==> config.mk <==
export PLATFORM = sky130hd
export DESIGN_NAME = oven_setpoint_fsm
export DESIGN_NICKNAME = d
export VERILOG_FILES = /design/src/rtl/oven_setpoint_fsm.sv
export SDC_FILE = /design/constraint.sdc
export NUM_CORES = 1
export LEC_CHECK = 0
export CORE_MARGIN = 1
export CORE_UTILIZATION = 60
export CTS_CLUSTER_SIZE = 14
export DETAILED_ROUTE_END_ITERATION = 8
export HOLD_SLACK_MARGIN = 0.06
export PLACE_DENSITY = 0.79
export SLEW_MARGIN = 20
export SYNTH_ARGS = -nofsm -noshare
export SYNTH_HDL_FRONTEND = slang
export SYNTH_SLANG_ARGS = --single-unit
==> constraint.sdc <==
create_clock -name clk -period 3.4 [get_ports clk]
set_input_delay 0.34 -clock clk [delete_from_list [all_inputs] [get_ports clk]]
set_output_delay 0.34 -clock clk [all_outputs]
set_load 0.05 [all_outputs]
==> src/rtl/oven_setpoint_fsm.sv <==
// Front-panel control for the oven: debounces the four buttons, generates press and
// auto-repeat events, and runs the operator FSM that owns the temperature/time setpoints.
module oven_setpoint_fsm #(
    parameter int DEBOUNCE_CYCLES = 500000,
    parameter int HOLD_CYCLES     = 25000000,
    parameter int REPEAT_CYCLES   = 5000000,
    parameter int TEMP_MIN        = 150,
    parameter int TEMP_MAX        = 550,
    parameter int TEMP_STEP       = 5,
    parameter int TEMP_DEFAULT    = 350,
    parameter int TIME_MAX        = 999,
    parameter int TIME_DEFAULT    = 60
) (
    input  logic       clk,
    input  logic       reset,
    input  logic       btn_up,
    input  logic       btn_down,
    input  logic       btn_next,
    input  logic       btn_cancel,
    input  logic       bake_done,
    output logic [1:0] state,
    output logic [9:0] inputTemp,
    output logic [9:0] timerVal,
    output logic [9:0] edit_val
);

    localparam int DB_W = $clog2(DEBOUNCE_CYCLES + 1);
    localparam int HD_W = $clog2(HOLD_CYCLES + REPEAT_CYCLES + 1);
    localparam logic [DB_W-1:0] DB_LAST = DB_W'(DEBOUNCE_CYCLES - 1);
    localparam logic [HD_W-1:0] HOLD_V  = HD_W'(HOLD_CYCLES);
    localparam logic [HD_W-1:0] WRAP_V  = HD_W'(HOLD_CYCLES + REPEAT_CYCLES - 1);

    typedef enum logic [1:0] {
        S_IDLE     = 2'd0,
        S_SET_TEMP = 2'd1,
        S_BAKE     = 2'd2,
        S_SET_TIME = 2'd3
    } state_t;

    // Button order in all vectors: 0=up, 1=down, 2=next, 3=cancel
    logic [3:0]      raw;
    logic [3:0]      sync1_q, sync2_q, deb_q, deb_prev_q, ev_q;
    logic [DB_W-1:0] db_cnt_q [4];
    logic [HD_W-1:0] hold_cnt_q [2];
    logic [HD_W-1:0] hold_cnt_d [2];
    logic [1:0]      rep_d;

    assign raw = {btn_cancel, btn_next, btn_down, btn_up};

    // Hold count 0 is the press itself; repeats fire when the count lands on HOLD_V,
    // and the counter folds back to HOLD_V every REPEAT_CYCLES.
    always_comb begin
        for (int i = 0; i < 2; i++) begin
            hold_cnt_d[i] = hold_cnt_q[i];
            rep_d[i]      = 1'b0;
            if (!deb_q[i]) begin
                hold_cnt_d[i] = '0;
            end else if (deb_prev_q[i]) begin
                hold_cnt_d[i] = (hold_cnt_q[i] == WRAP_V) ? HOLD_V : hold_cnt_q[i] + 1'b1;
                rep_d[i]      = (hold_cnt_d[i] == HOLD_V);
            end
        end
    end

    always_ff @(posedge clk) begin
        if (reset) begin
            sync1_q    <= '0;
            sync2_q    <= '0;
            deb_q      <= '0;
            deb_prev_q <= '0;
            ev_q       <= '0;
            for (int i = 0; i < 4; i++) db_cnt_q[i] <= '0;
            for (int i = 0; i < 2; i++) hold_cnt_q[i] <= '0;
        end else begin
            sync1_q    <= raw;
            sync2_q    <= sync1_q;
            deb_prev_q <= deb_q;
            for (int i = 0; i < 4; i++) begin
                if (sync2_q[i] != deb_q[i]) begin
                    if (db_cnt_q[i] == DB_LAST) begin
                        deb_q[i]    <= ~deb_q[i];
                        db_cnt_q[i] <= '0;
                    end else begin
                        db_cnt_q[i] <= db_cnt_q[i] + 1'b1;
                    end
                end else begin
                    db_cnt_q[i] <= '0;
                end
            end
            for (int i = 0; i < 2; i++) begin
                hold_cnt_q[i] <= hold_cnt_d[i];
                ev_q[i]       <= (deb_q[i] & ~deb_prev_q[i]) | rep_d[i];
            end
            for (int i = 2; i < 4; i++) ev_q[i] <= deb_q[i] & ~deb_prev_q[i];
        end
    end

    // Arbitration: cancel beats next beats up/down; simultaneous up+down cancel out.
    logic cancel_ev, next_ev, up_ev, down_ev;
    assign cancel_ev = ev_q[3];
    assign next_ev   = ev_q[2] & ~ev_q[3];
    assign up_ev     = ev_q[0] & ~ev_q[1] & ~ev_q[2] & ~ev_q[3];
    assign down_ev   = ev_q[1] & ~ev_q[0] & ~ev_q[2] & ~ev_q[3];

    state_t     state_q;
    logic [9:0] temp_q, time_q;
    logic [10:0] temp_up_d, temp_dn_d, time_up_d, time_dn_d;

    always_comb begin
        temp_up_d = {1'b0, temp_q} + 11'(TEMP_STEP);
        if (temp_up_d > 11'(TEMP_MAX)) temp_up_d = 11'(TEMP_MAX);
        temp_dn_d = {1'b0, temp_q} - 11'(TEMP_STEP);
        if ({1'b0, temp_q} < 11'(TEMP_MIN + TEMP_STEP)) temp_dn_d = 11'(TEMP_MIN);
        time_up_d = {1'b0, time_q} + 11'd1;
        if (time_up_d > 11'(TIME_MAX)) time_up_d = 11'(TIME_MAX);
        time_dn_d = {1'b0, time_q} - 11'd1;
        if (time_q <= 10'd1) time_dn_d = 11'd1;
    end

    always_ff @(posedge clk) begin
        if (reset) begin
            state_q <= S_IDLE;
            temp_q  <= 10'(TEMP_DEFAULT);
            time_q  <= 10'(TIME_DEFAULT);
        end else begin
            case (state_q)
                S_IDLE: begin
                    if (next_ev) state_q <= S_SET_TEMP;
                end
                S_SET_TEMP: begin
                    if (cancel_ev)    state_q <= S_IDLE;
                    else if (next_ev) state_q <= S_SET_TIME;
                    else if (up_ev)   temp_q  <= temp_up_d[9:0];
                    else if (down_ev) temp_q  <= temp_dn_d[9:0];
                end
                S_SET_TIME: begin
                    if (cancel_ev)    state_q <= S_IDLE;
                    else if (next_ev) state_q <= S_BAKE;
                    else if (up_ev)   time_q  <= time_up_d[9:0];
                    else if (down_ev) time_q  <= time_dn_d[9:0];
                end
                S_BAKE: begin
                    if (cancel_ev || bake_done) state_q <= S_IDLE;
                end
                default: state_q <= S_IDLE;
            endcase
        end
    end

    assign state     = state_q;
    assign inputTemp = temp_q;
    assign timerVal  = time_q;

    always_comb begin
        case (state_q)
            S_SET_TEMP: edit_val = temp_q;
            S_SET_TIME: edit_val = time_q;
            default:    edit_val = 10'd0;
        endcase
    end

endmodule
==> results of run 1 <==
-- layout make-up --
cell class,count,share of cell area
clock buffers,19,0.0384
clock inverters,13,0.0138
inverters,33,0.0110
multi-input cells,966,0.504
flip-flops and latches,168,0.366
well taps,216,0.0240
repair buffers,52,0.0431
-- how the worst min path moves through the flow --
stage | end | startpoint | cells after the start | slack, ns
finish | ev_q[3] | deb_prev_q[3] | 1 | 0.38
floorplan | ev_q[2] | deb_prev_q[2] | 1 | 0.37
global placement | ev_q[3] | deb_prev_q[3] | 1 | 0.37
detailed placement | ev_q[3] | deb_prev_q[3] | 1 | 0.37
CTS | ev_q[3] | deb_prev_q[3] | 1 | 0.38
global route | ev_q[3] | deb_prev_q[3] | 1 | 0.41
-- critical path, stage by stage (launching register included) --
cell and delay (ns):
sky130_fd_sc_hd__dfxtp_1 0.50, sky130_fd_sc_hd__ha_1 0.39, sky130_fd_sc_hd__nand2_1 0.18, sky130_fd_sc_hd__o31ai_1 0.29
sky130_fd_sc_hd__a31oi_1 0.14, sky130_fd_sc_hd__or4b_1 0.55, sky130_fd_sc_hd__a21o_1 0.21, sky130_fd_sc_hd__o21a_4 0.22
sky130_fd_sc_hd__a221oi_1 0.22
-- cell families (layout without fill, tap and decap cells) --
kind of cell               after synthesis  in the layout  synth area share
and+or+nand+nor                        555            555             0.282
AOI/OAI and AO/OA                      190            190             0.125
DFF                                    168            168             0.416
xor gates and xnor gates               115            115             0.102
buffers and inverters                   98            117            0.0409
muxes                                   17             17            0.0172
adders and majority gates               13             13            0.0164
other                                    1             76          0.000378
-- registers in the layout, summed over array words and instances (netlist names) --
signal,count
deb_prev_q,4
deb_q,4
sync2_q,4
ev_q,4
inputTemp,10
state,2
hold_cnt_q,50
timerVal,10
sync1_q,4
db_cnt_q,76
-- per-stage QoR --
stage / util / instances
floorplan: - / 1232
global placement: 0.667 / 1435
detailed placement: 0.667 / 1435
CTS: 0.704 / 1467
global route: 0.704 / 1467
finish: 0.704 / 1467
-- per-layer routing --
metal  share of wire  vias to the layer above  GRT usage
met3           0.064                       29     0.0607
met4           0.017                        0     0.0920
met5               0                        -          0
met1            0.44                     3997      0.341
met2            0.48                      227      0.453
li1                -                     4249          -
-- cell usage after synthesis, drive strengths merged (6+ instances only) --
library cell	instances
nor2b	16
nand3	67
nand2	85
nor3b	7
a21oi	64
edfxtp	76
or3	10
nand3b	8
inv	33
and3	30
nor2	198
and4	12
nand4b	6
buf	22
nor3	34
xor2	56
o21ai	38
mux2i	17
o31ai	7
dfxtp	92
a221oi	7
nor4	21
a21o	6
and2	6
a311oi	8
nor4b	8
xnor2	59
a31oi	9
nand4	35
clkbuf	43
ha	13
-- power by group --
part | switching (mW) | internal (mW)
combinational | 0.0586 | 0.0398
sequential | 0.0415 | 2.15
clock | 0.775 | 1.15
==> impl_metrics.ini, run 1 <==
[die]
die_width_um = 131
fp-row-count = 46
coreArea_mm2 = 0.0160
floorplan.die.height_um = 131
die-area_mm2 = 0.0170
initial_utilization = 0.620
floorplan.io_pins = 39

[synthesis]
synthArstFlopShare = 0
yosysWarningCount = 0
postSynth.topFlopCell = sky130_fd_sc_hd__dfxtp_1
area_contributors_post_synth = sky130_fd_sc_hd__edfxtp_1 23%, sky130_fd_sc_hd__dfxtp_1 19%, sky130_fd_sc_hd__nor2_1 7.5%
yosysSeqAreaShare = 0.416
netlist.area_leader.share = 0.230
synthesized_instance_count = 1157
synth.ff_latch_count = 168
mean_post_synth_cell_area_um2 = 8.57
number_of_enable_type_register_cells_in_the_synthesized_netlist = 76
post_synth_instance_area_mm2 = 0.00991
synth_top_cell_by_area = sky130_fd_sc_hd__edfxtp_1
synth_cell_types = 79

[cells_and_area]
n_antenna_cell = 0
area_occupied_by_multi_input_gates_mm2 = 0.00567
mostFrequentLayoutCells = 198 x sky130_fd_sc_hd__nor2_1, 92 x sky130_fd_sc_hd__dfxtp_1, 84 x sky130_fd_sc_hd__nand2_1
n_fill_cell = 1299
fraction_of_final_layout_cells_with_drive_strength_greater_than_1 = 0.0464
fin_nets = 1258
layout.cells.most_common = sky130_fd_sc_hd__nor2_1
syn2layout_area_growth_pct = 13.6
final_area_mm2 = 0.0113
regArea_mm2 = 0.00412

[placed_design]
pre_cts_ws_ns = 0.663
routabilityCongestion = 0.884
dp.final_hpwl_um = 15300
post_dp_cell_area_mm2 = 0.0107
buffer_ports.inserted = 38

[detailed_routing]
initialDrtViolationCount = 541
detail-route-antenna-nets = 0
routed_via_density = 5.80
post-route-drc-count = 0
vias = 8502
drt-total-wl_um = 22000
post_detailed_route_wirelength_per_cell_um = 15.0
number_of_detailed_routing_iterations_run_before_antenna_repair = 7

[pwr]
power_mw = 4.22
cellPowerDensity_mw_per_mm2 = 374
cellLeakagePower_nw = 3.79
power.ir.vdd_worst_v = 0.000382

[sta]
final.setup_skew_ns = 0.00711
postLayoutSetupSlackWorst_ns = 0.606
finalWorstPathRequiredPeriod_ns = 2.79
slew-limit-headroom = 0.450
period_share = 0.822
report.final.setup_viol = 0
grt_setup_unrepaired = false
setup_total_negative_slack_ns = 0
timing.final.hold_violations = 0
achievable_freq_ghz = 0.358
worst_margin_pin_slew_ns = 0.817
finalMaxSlewViolations = 0
hold-worst-slack_ns = 0.384

[global_routing]
globalRouteOverflowTotal = 0
global_route_wire_length_before_repair_um = 36600
grt_pass1_vias = 7731
antenna_violations_before_repair = 0
track_usage = 0.269
largest_net_degree_at_the_start_of_global_routing = 37

[critical_path]
timing.critical_path.fanout_max = 10
worst_reg_to_reg_cells = 8
crit_path_start_kind = register
critical_path_at_ns = 3.12
r2r_setup_slack_ns = 0.61
worst_r2r_startpoint = timerVal[1]
timing.critical_path.required_ns = 3.72
critical_path_class = register to register
crit_path_end = timerVal[0]
worstSetupStartpoint = timerVal[1]
endpoint_kind = register
r2r_end = timerVal[0]

[hold_path]
hold_path_class = register to register

[cts]
cts_sinks = 168
cts_root_buf = sky130_fd_sc_hd__clkbuf_16
cts_tree = yes
htreeDepth = 4
cts-resized-gates = 0
clk_latency_ns = 0.42
clk_pin_slew_ns = 0.06
hold_buffers = 0
post-cts-setup-buffers = 0
clock_tree.buffer_depth = 2
tritoncts.num_buffers = 17

[run]
maxCapViolCount = 0

[outcome]
outcome = complete, no violations
Note: power is estimated with default switching activity, not from simulation.
==> run 2: changes to the inputs <==
--- a/config.mk
+++ b/config.mk
@@ -6,11 +6,11 @@
 export NUM_CORES = 1
 export LEC_CHECK = 0
 export CORE_MARGIN = 1
-export CORE_UTILIZATION = 60
+export CORE_UTILIZATION = 56
 export CTS_CLUSTER_SIZE = 14
 export DETAILED_ROUTE_END_ITERATION = 8
 export HOLD_SLACK_MARGIN = 0.06
-export PLACE_DENSITY = 0.79
+export PLACE_DENSITY = 0.77
 export SLEW_MARGIN = 20
 export SYNTH_ARGS = -nofsm -noshare
 export SYNTH_HDL_FRONTEND = slang
==> constraint.sdc (replaced) <==
create_clock -name clk -period 2.4 [get_ports clk]
set_input_delay 0.24 -clock clk [delete_from_list [all_inputs] [get_ports clk]]
set_output_delay 0.24 -clock clk [all_outputs]
set_load 0.05 [all_outputs]
==> run 2 against run 1 <==
  * Sequential power up 42%
  * Combinational power grew 44%
  * Sequential share of layout area down 1.9 points
  * Non-clock buffer count up 62
  * Die area rose by 7.0%
  * Critical path type unchanged
  * Worst setup slack worse by 0.59 ns
  * Worst hold slack lost 0.013 ns
  * Highest routed layer unchanged
  * Design area up 6.2%
  * Via count increased by 2.8%
  * Final cell count is 4.8% higher
  * Flip-flop and latch count did not move
==> impl_metrics.ini, run 2 (synthesis gave the netlist of run 1 again) <==
[outcome]
outcome = complete, no violations

[sta]
timing.final.hold_violations = 0
period_share = 0.992
finalWorstPathRequiredPeriod_ns = 2.38
worst_margin_pin_slew_ns = 0.759
slew-limit-headroom = 0.492
achievable_freq_ghz = 0.420
report.final.setup_viol = 0
grt_setup_unrepaired = true
finalMaxSlewViolations = 0
final.setup_skew_ns = 0.00857

[critical_path]
critical_path_class = register to register
crit_path_start_kind = register
timing.critical_path.required_ns = 2.73
endpoint_kind = register
timing.critical_path.fanout_max = 10
critical_path_at_ns = 2.71

[global_routing]
global_route_wire_length_before_repair_um = 38500
busiest_layer = met2
grt_pass1_vias = 8059
globalRouteMet1Util = 0.336
track_usage = 0.264
antenna_violations_before_repair = 0
globalRouteOverflowTotal = 0
largest_net_degree_at_the_start_of_global_routing = 37
grt_use_met2 = 0.443
grt_use_met3 = 0.0526

[die]
floorplan.io_pins = 39
initial_utilization = 0.573
fp-row-count = 48
floorplan.die.height_um = 135
die-area_mm2 = 0.0182
die_width_um = 135
coreArea_mm2 = 0.0173

[cells_and_area]
fraction_of_final_layout_cells_with_drive_strength_greater_than_1 = 0.131
reg_top3 = db_cnt_q (76), hold_cnt_q (50)
fin_nets = 1320
final_area_mm2 = 0.0120
largest_register_ffs = 76
n_fill_cell = 1367
mostFrequentLayoutCells = 197 x sky130_fd_sc_hd__nor2_1, 85 x sky130_fd_sc_hd__buf_4, 83 x sky130_fd_sc_hd__nand2_1
largest-register = db_cnt_q
n_antenna_cell = 0
final_cell_count_no_fill = 1538
layout.cells.most_common = sky130_fd_sc_hd__nor2_1
syn2layout_area_growth_pct = 20.7

[cts]
clock_tree.buffer_depth = 2
tritoncts.num_buffers = 17
htreeDepth = 4
hold_buffers = 0
clk_latency_ns = 0.43
cts_tree = yes
cts_sinks = 168
clk_pin_slew_ns = 0.07
cts_root_buf = sky130_fd_sc_hd__clkbuf_16

[detailed_routing]
post-route-drc-count = 0
detail-route-antenna-nets = 0
routed_via_density = 5.68
initialDrtViolationCount = 833
drt-total-wl_um = 23700
post_detailed_route_wirelength_per_cell_um = 15.4
vias = 8739
number_of_detailed_routing_iterations_run_before_antenna_repair = 6

[pwr]
cellPowerDensity_mw_per_mm2 = 538
power_mw = 6.43
power.ir.vdd_worst_v = 0.000484
cellLeakagePower_nw = 4.18

[placed_design]
post_dp_cell_area_mm2 = 0.0111
dp.final_hpwl_um = 16400
place_inst = 1499
routabilityCongestion = 0.918
buffer_ports.inserted = 38

[hold_path]
hold_path_class = input pin to register

[run]
maxCapViolCount = 0
run 2: report_power, final:
part           switching, mW  total, mW  internal, mW
Clock                   1.19       3.18          1.99
Sequential            0.0602       3.11          3.05
Combinational         0.0841      0.142        0.0584
run 2: final timing paths:
path,from,cells after the start,slack (ns),endpoint
max,timerVal[2],8,0.02,timerVal[1]
min,btn_down,2,0.37,sync1_q[1]
max reg2reg,timerVal[2],8,0.02,timerVal[1]
min reg2reg,deb_prev_q[2],1,0.39,ev_q[2]
run 2: area by class of cell:
type | count | area [µm²] | share of cell area
multi-input cells | 966 | 5800 | 0.485
flip-flops and latches | 168 | 4150 | 0.347
repair buffers | 114 | 923 | 0.0772
clock buffers | 18 | 439 | 0.0367
well taps | 225 | 282 | 0.0235
clock inverters | 14 | 244 | 0.0204
inverters | 33 | 124 | 0.0104
run 2: metal layers:
| metal | up-vias | routed length (µm) |
|---|---|---|
| met3 | 37 | 1190 |
| met5 | - | 0 |
| met2 | 240 | 11500 |
| met4 | 0 | 428 |
| li1 | 4371 | - |
| met1 | 4091 | 10500 |
run 2: critical path, cell delays in order (launching register included):
cell,delay [ns]
sky130_fd_sc_hd__dfxtp_4,0.43
sky130_fd_sc_hd__buf_4,0.18
sky130_fd_sc_hd__nand4b_1,0.12
sky130_fd_sc_hd__mux2i_1,0.18
sky130_fd_sc_hd__a32o_1,0.20
sky130_fd_sc_hd__or4b_1,0.46
sky130_fd_sc_hd__a21o_1,0.21
sky130_fd_sc_hd__o21a_4,0.23
sky130_fd_sc_hd__a221oi_2,0.26
run 2: timing repair:
item	CTS	global route
buffers inserted	0	7
resized for setup	1	29
pin swaps	0	5
setup endpoints to repair	1	33
run 2: per-stage QoR:
stage                     hold slack, ns   util  TNS (ns)  setup WS [ns]
after floorplan                    0.367      -         0        0.00618
after global placement             0.380  0.642         0          0.130
after detailed placement           0.378  0.642         0         0.0459
after CTS                          0.363  0.682         0         0.0197
after global routing               0.356  0.692    -0.173        -0.0625
final                              0.371  0.692         0         0.0185
==> run 3: changes to the inputs <==
--- a/config.mk
+++ b/config.mk
@@ -7,6 +7,7 @@
 export LEC_CHECK = 0
 export CORE_MARGIN = 1
 export CORE_UTILIZATION = 56
+export CTS_CLUSTER_DIAMETER = 120
 export CTS_CLUSTER_SIZE = 14
 export DETAILED_ROUTE_END_ITERATION = 8
 export HOLD_SLACK_MARGIN = 0.06
==> constraint.sdc (replaced) <==
create_clock -name clk -period 2.4 [get_ports clk]
set_input_delay 0.36 -clock clk [delete_from_list [all_inputs] [get_ports clk]]
set_output_delay 0.36 -clock clk [all_outputs]
set_load 0.05 [all_outputs]
==> run 3 against run 2 <==
  * Sequential power hardly changed
  * Clock power fell by 3%
  * Worst hold slack gained 0.022 ns
  * Wire length is 1.4% higher
  * Die area did not move
  * Fmax rose by 1.3%
  * Worst setup slack improved by 0.030 ns
  * Critical path type is now register to output port
  * Largest cell class unchanged
==> impl_metrics.ini, run 3 (synthesis gave the netlist of run 1 again) <==
[sta]
slew-limit-headroom = 0.510
finalMaxSlewViolations = 0
report.final.setup_viol = 0
achievable_freq_ghz = 0.425
period_share = 0.980
hold-worst-slack_ns = 0.393
timing.final.hold_violations = 0
final.setup_skew_ns = 0.00971
finalWorstPathRequiredPeriod_ns = 2.35
postLayoutSetupSlackWorst_ns = 0.0490
worst_margin_pin_slew_ns = 0.732

[critical_path]
critical_path_class = register to output port
worst_reg_to_reg_cells = 8
r2r_end = timerVal[0]
worstSetupStartpoint = inputTemp[2]
worst_r2r_startpoint = timerVal[1]
timing.critical_path.required_ns = 2.04
r2r_setup_slack_ns = 0.07
timing.critical_path.fanout_max = 8
crit_path_end = inputTemp[2]
endpoint_kind = output port
critical_path_at_ns = 1.99
crit_path_start_kind = register

[detailed_routing]
route.top_layer_used = met4
routed_wire_length_on_met2_um = 11500
routed_via_density = 5.77
post_detailed_route_wirelength_per_cell_um = 15.6
number_of_detailed_routing_iterations_run_before_antenna_repair = 6
drt-total-wl_um = 24000
routedLengthMet1_um = 10600
initialDrtViolationCount = 823
met3_routed_wirelength_um = 1430
vias = 8864
detail-route-antenna-nets = 0
post-route-drc-count = 0

[hold_path]
hold_path_class = register to register

[cells_and_area]
reg_top3 = db_cnt_q (76), hold_cnt_q (50)
n_antenna_cell = 0
layout.cells.most_common = sky130_fd_sc_hd__nor2_1
largest-register = db_cnt_q
fraction_of_final_layout_cells_with_drive_strength_greater_than_1 = 0.125
fin_nets = 1319
syn2layout_area_growth_pct = 19.9
largest_register_ffs = 76
mostFrequentLayoutCells = 197 x sky130_fd_sc_hd__nor2_1, 88 x sky130_fd_sc_hd__buf_4, 83 x sky130_fd_sc_hd__nand2_1

[cts]
clock_tree.buffer_depth = 2
htreeDepth = 4
cts_tree = yes
cts_root_buf = sky130_fd_sc_hd__clkbuf_16
hold_buffers = 0
cts_sinks = 168
clk_pin_slew_ns = 0.06
clk_latency_ns = 0.43
tritoncts.num_buffers = 17

[die]
die-area_mm2 = 0.0182
coreArea_mm2 = 0.0173
floorplan.die.height_um = 135
floorplan.io_pins = 39
initial_utilization = 0.573
die_width_um = 135
fp-row-count = 48

[pwr]
power.ir.vdd_worst_v = 0.000533
cellLeakagePower_nw = 4.16
cellPowerDensity_mw_per_mm2 = 534

[placed_design]
routabilityCongestion = 0.945
pre_cts_ws_ns = 0.0118
dp.final_hpwl_um = 16500
buffer_ports.inserted = 38

[global_routing]
antenna_violations_before_repair = 0
track_usage = 0.267
global_route_wire_length_before_repair_um = 38900
globalRouteOverflowTotal = 0
grt_pass1_vias = 8083
largest_net_degree_at_the_start_of_global_routing = 27

[outcome]
outcome = complete, no violations

[run]
maxCapViolCount = 0
-- run 3: worst min path at each step --
stage | depth (start not counted) | end | slack [ns] | startpoint
6_report | 1 | ev_q[3] | 0.39 | deb_prev_q[3]
5_1_grt | 1 | ev_q[2] | 0.40 | deb_prev_q[2]
4_1_cts | 1 | ev_q[3] | 0.39 | deb_prev_q[3]
3_5_place_dp | 1 | ev_q[2] | 0.38 | deb_prev_q[2]
3_3_place_gp | 1 | ev_q[3] | 0.37 | deb_prev_q[3]
2_1_floorplan | 1 | ev_q[2] | 0.37 | deb_prev_q[2]
-- run 3: metal layers --
metal	GRT usage	vias to the layer above
li1	-	4384
met1	0.349	4147
met5	0	-
met2	0.437	291
met4	0.0924	0
met3	0.0548	42
-- run 3: cell type report --
type / count / area, µm²
clock buffers: 18 / 429
fillers: 1354 / 5410
multi-input cells: 966 / 5750
repair buffers: 113 / 921
inverters: 33 / 124
well taps: 225 / 282
flip-flops and latches: 168 / 4150
clock inverters: 14 / 228
-- run 3: timing repair --
| item | CTS | global route |
|---|---|---|
| pin swaps | 0 | 5 |
| cloned | 0 | 0 |
| gates resized for setup | 0 | 20 |
| setup buffers | 3 | 2 |
| setup endpoints to repair | 1 | 27 |
-- run 3: through the flow --
stage | TNS, ns | area (µm²) | total power [mW] | instances | utilization
floorplan | 0 | 10200 | 3.26 | 1232 | -
global placement | 0 | 11100 | 3.30 | 1500 | 0.643
detailed placement | 0 | 11100 | 3.30 | 1500 | 0.643
CTS | 0 | 11800 | 6.37 | 1535 | 0.682
global route | -0.0978 | 11900 | 6.52 | 1537 | 0.687
finish | 0 | 11900 | 6.35 | 1537 | 0.687
-- run 3: critical path, cell delays in order (launching register included) --
cell	delay [ns]
sky130_fd_sc_hd__dfxtp_1	0.51
sky130_fd_sc_hd__buf_4	0.21
sky130_fd_sc_hd__clkdlybuf4s50_1	0.84
-- run 3: where the power goes --
part / switching [mW] / internal, mW
logic: 0.0842 / 0.0589
registers: 0.0605 / 3.05
clock network: 1.15 / 1.94
